$ cat src/rtl/branch_target_predictor.sv
// Direct-mapped branch target buffer with per-entry saturating counters and a
// non-speculative return-address stack, looked up combinationally every fetch.
module branch_target_predictor #(
    parameter int ENTRIES   = 16,
    parameter int COUNTER_W = 2,
    parameter int RAS_DEPTH = 4,
    localparam int IDX_W    = $clog2(ENTRIES),
    localparam int TAG_W    = 30 - IDX_W,
    localparam int CNT_W    = $clog2(RAS_DEPTH) + 1,
    localparam int PTR_W    = (RAS_DEPTH > 1) ? $clog2(RAS_DEPTH) : 1
) (
    input  logic             CLK,
    input  logic             RST,
    input  logic [31:0]      if_pc,
    output logic             pr_taken,
    output logic [31:0]      pr_target,
    input  logic             up_valid,
    input  logic [31:0]      up_pc,
    input  logic [1:0]       up_kind,
    input  logic             up_taken,
    input  logic [31:0]      up_target,
    input  logic             inv_all,
    output logic [CNT_W-1:0] ras_count
);

    typedef enum logic [1:0] {
        KIND_BR   = 2'd0,
        KIND_JMP  = 2'd1,
        KIND_CALL = 2'd2,
        KIND_RET  = 2'd3
    } kind_t;

    localparam logic [COUNTER_W-1:0] CTR_WEAK = COUNTER_W'(1) << (COUNTER_W - 1);
    localparam logic [COUNTER_W-1:0] CTR_MAX  = '1;

    logic [ENTRIES-1:0]   valid;
    logic [TAG_W-1:0]     tag_mem    [ENTRIES];
    logic [31:0]          target_mem [ENTRIES];
    kind_t                kind_mem   [ENTRIES];
    logic [COUNTER_W-1:0] ctr_mem    [ENTRIES];

    logic [31:0]          ras_mem    [RAS_DEPTH];
    logic [PTR_W-1:0]     ras_ptr;
    logic [CNT_W-1:0]     ras_cnt;

    logic [IDX_W-1:0]     rd_idx, up_idx;
    logic [TAG_W-1:0]     rd_tag, up_tag;
    logic [PTR_W-1:0]     ptr_inc, ptr_dec;
    logic                 rd_hit, up_hit, do_upd, eff_taken, is_br;
    logic                 alloc, wr_target, wr_kind, ras_push, ras_pop;
    logic                 ras_full, ras_empty;
    logic [COUNTER_W-1:0] ctr_next;
    logic [31:0]          ras_top;

    // Instruction addresses are word aligned, so the two low PC bits carry no information.
    wire unused_pc_bits = ^{if_pc[1:0], up_pc[1:0]};

    assign rd_idx    = if_pc[IDX_W+1:2];
    assign rd_tag    = if_pc[31:IDX_W+2];
    assign up_idx    = up_pc[IDX_W+1:2];
    assign up_tag    = up_pc[31:IDX_W+2];
    assign rd_hit    = valid[rd_idx] && (tag_mem[rd_idx] == rd_tag);
    assign up_hit    = valid[up_idx] && (tag_mem[up_idx] == up_tag);

    // ras_ptr is the next free slot; the top of stack sits one below it, wrapping.
    assign ptr_inc   = (ras_ptr == PTR_W'(RAS_DEPTH - 1)) ? '0 : ras_ptr + PTR_W'(1);
    assign ptr_dec   = (ras_ptr == '0) ? PTR_W'(RAS_DEPTH - 1) : ras_ptr - PTR_W'(1);
    assign ras_top   = ras_mem[ptr_dec];
    assign ras_full  = (ras_cnt == CNT_W'(RAS_DEPTH));
    assign ras_empty = (ras_cnt == '0);
    assign ras_count = ras_cnt;

    always_comb begin
        do_upd    = up_valid && !inv_all && !RST;
        is_br     = (up_kind == KIND_BR);
        eff_taken = !is_br || up_taken;
        alloc     = do_upd && !up_hit && eff_taken;
        wr_target = do_upd && eff_taken;
        wr_kind   = do_upd && (up_hit || eff_taken);
        ras_push  = do_upd && (up_kind == KIND_CALL);
        ras_pop   = do_upd && (up_kind == KIND_RET) && !ras_empty;
        ctr_next  = ctr_mem[up_idx];
        if (up_taken) begin
            if (ctr_mem[up_idx] != CTR_MAX)
                ctr_next = ctr_mem[up_idx] + COUNTER_W'(1);
        end else begin
            if (ctr_mem[up_idx] != '0)
                ctr_next = ctr_mem[up_idx] - COUNTER_W'(1);
        end
    end

    always_comb begin
        pr_taken  = 1'b0;
        pr_target = 32'd0;
        if (rd_hit) begin
            case (kind_mem[rd_idx])
                KIND_BR: begin
                    pr_taken  = ctr_mem[rd_idx][COUNTER_W-1];
                    pr_target = pr_taken ? target_mem[rd_idx] : 32'd0;
                end
                KIND_JMP, KIND_CALL: begin
                    pr_taken  = 1'b1;
                    pr_target = target_mem[rd_idx];
                end
                KIND_RET: begin
                    pr_taken  = !ras_empty;
                    pr_target = pr_taken ? ras_top : 32'd0;
                end
                default: begin
                    pr_taken  = 1'b0;
                    pr_target = 32'd0;
                end
            endcase
        end
    end

    // Control state: valid bits, counters and stack bookkeeping; reset beats invalidate beats update.
    always_ff @(posedge CLK) begin
        if (RST) begin
            valid   <= '0;
            ras_ptr <= '0;
            ras_cnt <= '0;
            for (int i = 0; i < ENTRIES; i++)
                ctr_mem[i] <= '0;
        end else if (inv_all) begin
            valid   <= '0;
            ras_ptr <= '0;
            ras_cnt <= '0;
        end else if (up_valid) begin
            if (alloc) begin
                valid[up_idx]   <= 1'b1;
                ctr_mem[up_idx] <= CTR_WEAK;
            end else if (up_hit && is_br) begin
                ctr_mem[up_idx] <= ctr_next;
            end
            if (ras_push) begin
                ras_ptr <= ptr_inc;
                if (!ras_full)
                    ras_cnt <= ras_cnt + CNT_W'(1);
            end else if (ras_pop) begin
                ras_ptr <= ptr_dec;
                ras_cnt <= ras_cnt - CNT_W'(1);
            end
        end
    end

    // Payload storage is left unreset; the valid bits and stack count hide stale contents.
    always_ff @(posedge CLK) begin
        if (alloc)
            tag_mem[up_idx] <= up_tag;
        if (wr_target)
            target_mem[up_idx] <= up_target;
        if (wr_kind)
            kind_mem[up_idx] <= kind_t'(up_kind);
        if (ras_push)
            ras_mem[ras_ptr] <= up_pc + 32'd4;
    end

endmodule
$ cat config.mk
export PLATFORM = sky130hd
export DESIGN_NAME = branch_target_predictor
export DESIGN_NICKNAME = d
export VERILOG_FILES = /design/src/rtl/branch_target_predictor.sv
export SDC_FILE = /design/constraint.sdc
export NUM_CORES = 1
export LEC_CHECK = 0
export CAP_MARGIN = 20
export CORE_MARGIN = 4
export CORE_UTILIZATION = 36
export CTS_BUF_LIST = sky130_fd_sc_hd__clkbuf_8
export DETAILED_ROUTE_END_ITERATION = 6
export PLACE_DENSITY = 0.47
export SYNTH_ARGS = -nofsm -noshare
export SYNTH_HDL_FRONTEND = slang
export SYNTH_SLANG_ARGS = --single-unit
$ cat constraint.sdc
create_clock -name CLK -period 12.35 [get_ports CLK]
set_clock_uncertainty 0.1 [all_clocks]
set_input_delay 1.235 -clock CLK [delete_from_list [all_inputs] [get_ports CLK]]
set_output_delay 1.235 -clock CLK [all_outputs]
set_load 0.005 [all_outputs]
==> summary.md <==
| Metric | Value |
|---|---|
| Post-CTS resize count | 0 |
| Critical path launch point | if_pc[2] |
| Post-synthesis mux area share | 21.9% |
| Initial DRC Count | 2608 |
| CTS Root Cell | clkbuf_8 |
| Commonest non-fill, non-tap cells in the layout | 1120 x edfxtp_1, 434 x mux4_2, 198 x clkbuf_8, 129 x clkdlybuf4s50_1, 91 x mux2i_1 |
| Largest family of logic cells by synthesized area | multiplexers |
| First-pass GRT wire length | 202 mm |
| Starting Density | 36.2% |
| Prevailing post-synth register cell | edfxtp_1 |
| Xor/xnor share of the synthesized area | 1.52% |
| Vias in the first global route | 27400 |
| Initial antenna violation count | 12 |
| Final ANT Viol Nets | 0 |
| Met1 usage | 28.0% |
| Final WL | 143 mm |
| Final min period | 7.76 ns |
| Reg2reg start | tag_mem[3][20] |
| Area grow syn2layout | 15.1% |
| Setup violators final | 0 |
| R2r endpoint | tag_mem[7][24] |
| Multi-input gate area | 0.0145 sq mm |
| Die Wd | 377 um |
| Fraction of layout cells with a size suffix above 1 | 29.8% |
| Post-route setup slack | 4.59 ns |
| Worst-path fanout max | 47 |
| Via density | 5.61 |
| Run status | complete, no violations |
| Htree depth | 4 |
| Grt met3 use | 4.48% |
| Max rail drop VDD | 0.0729 mV |
| First-pass DRT Iterations | 5 |
| Kind of critical path | in2out |
| GR Overflow Total | 0 |
| Crit. End Element | primary output |
| DR vias | 25800 |
| Total Routing Usage GR | 20.2% |
| Simple-gate portion of the synthesized area | 3.03% |
| CTS Buf Count | 193 |
| Slew Limit Fails | 0 |
| Cell Pwr Density | 142 mW/mm^2 |
| Clock-pin slew on the worst setup and hold paths | 0.06 ns |
| GR Util met2 | 32.4% |
| Gpl congestion | 0.764 |
| Unrepaired setup endpoints after global routing | false |
| Synthesis-stage register bit count | 1141 |
| Post-route setup TNS | 0 ns |
| Clock latency on the worst-skew pair | 0.89 ns |
| Leakage | 0.0177 uW |
| DRC | 0 |
| CTS Buffer Depth | 3 |
| Top Usage Layer GRT | met2 |
| Port Buf Inserts | 136 |
| Die Area | 0.142 sq mm |
| Hold Fails Final Rpt | 0 |
| Fill cell count | 11900 |
| Adder-Cell Fraction of Synth Area | 0.316% |
| Compound-Gate Fraction of Synth Area | 2.27% |
| CP Launch Type | primary input |
| Cells after Synth | 2404 |
| R2R Setup Slk | 7.64 ns |
| Worst path arrival time | 6.42 ns |
| Pre-CTS setup slack | 4.56 ns |
| Largest net degree at the start of global routing | 104 |
| Warnings, synthesis | 0 |
| Worst-margin pin slew | 1.11 ns |
| Slew HR | 26.0% |
| WL/cell | 31.1 um |
| CP endpoint | pr_target[28] |
| Post-synthesis cell area | 0.0491 sq mm |
| Fmax | 129 MHz |
| Post-synthesis sequential area ratio | 69.3% |
| Core footprint | 0.135 sq mm |
| Post-synth EDFFs | 1120 |
| Worst-case reg-to-reg path depth | 10 |
| TritonCTS clock tree | built |
| Hold depth | 2 |
| Post-CTS setup buffer count | 0 |
| Period Utilization, post-route | 62.8% |
| Hold_buf cts | 0 |
| CTS sink count | 1141 |
| Hold slack final | 0.387 ns |
| Max Cap Viol | 0 |
| Num rows | 135 |
| Worst hold path type | reg2reg |
| FF+latch area | 0.0341 sq mm |
| Most common cell after layout, fill and taps aside | edfxtp_1 |
| Netlist cell types | 61 |
| Final nets | 2779 |
| Final Cell Area | 0.0565 sq mm |
| I/O pins | 139 |
| Inst Count DP | 4247 |
| Cell Area, Placed | 0.0529 sq mm |
| Syn Nets | 2518 |
| Die H | 377 um |
| Non-Filler Instances | 4602 |
| Post-synthesis async set-or-reset flop share | 0% |
| Mapped Avg Cell Area | 20.4 sq um |
| Worst Path Required | 11.02 ns |
| DP HPWL | 80.6 mm |
[per-layer routing]
metal	routed length, um	share of wire [%]
met4	3000	2.1
met2	68900	48
met5	13	0.0091
met3	10000	7.0
met1	61300	43
[cells by family after synthesis]
family	Yosys count
adder cells (fa/ha/maj)	12
XOR/XNOR	85
multiplexers	530
AO/OA/AOI/OAI	171
buffers and inverters	176
AND/OR/NAND/NOR	289
flip-flops	1141
[synthesized netlist by cell type (all sizes together), types with 12 or more instances]
cell type	count	area, sq um
nor2	82	308
o221ai	17	149
edfxtp	1120	33600
buf	70	403
nand3	33	165
nand2	58	218
mux4	434	9770
a21oi	75	375
and3	12	75.1
xor2	33	289
nor2b	41	257
mux2i	93	943
nor3	22	160
clkbuf	91	342
dfxtp	21	420
a22oi	16	120
nand4	16	106
inv	14	52.6
xnor2	52	455
o21ai	21	105
[state kept, by name, summed over array words and instances, names as in the netlist]
register / cells
ctr_mem: 32
kind_mem: 32
ras_count: 3
ras_mem: 128
ras_ptr: 2
tag_mem: 416
target_mem: 512
valid: 16
[where the power goes]
group	internal (uW)	leakage, uW	switching [uW]
registers	4280	0.0103	8.21
logic	241	0.00532	354
clock network	1590	0.00206	1550
[area by class of cell]
cell class | count | area share, %
inverter | 15 | 0.0996
tap | 1781 | 3.94
clock inverter | 150 | 1.47
antenna | 4 | 0.0177
timing repair buffer | 227 | 3.70
sequential | 1141 | 60.2
multi-input combinational | 1087 | 25.7
clock buffer | 197 | 4.80
[worst min path at each step]
stage	startpoint	end	slack [ns]
detailed placement	valid[15]	valid[15]	0.37
CTS	valid[15]	valid[15]	0.38
global placement	valid[6]	valid[6]	0.36
finish	valid[6]	valid[6]	0.39
global route	valid[6]	valid[6]	0.41
floorplan	valid[14]	valid[14]	0.34
[metrics by stage]
step | power (uW) | utilization [%]
floorplan | 4710 | -
detailed placement | 4970 | 39.1
CTS | 8130 | 41.7
global placement | 4960 | 39.1
global route | 8350 | 41.7
finish | 8030 | 41.7
[critical path, stage by stage]
cell,delay [ns]
buf_8,0.44
buf_4,0.71
mux4_2,0.61
mux4_2,0.50
xnor2_1,0.48
nand4_1,0.41
nor4_1,0.67
nand4_1,0.17
buf_4,0.32
nor2_1,0.21
clkdlybuf4s50_1,0.52
Power figures use the tool's default switching activity.
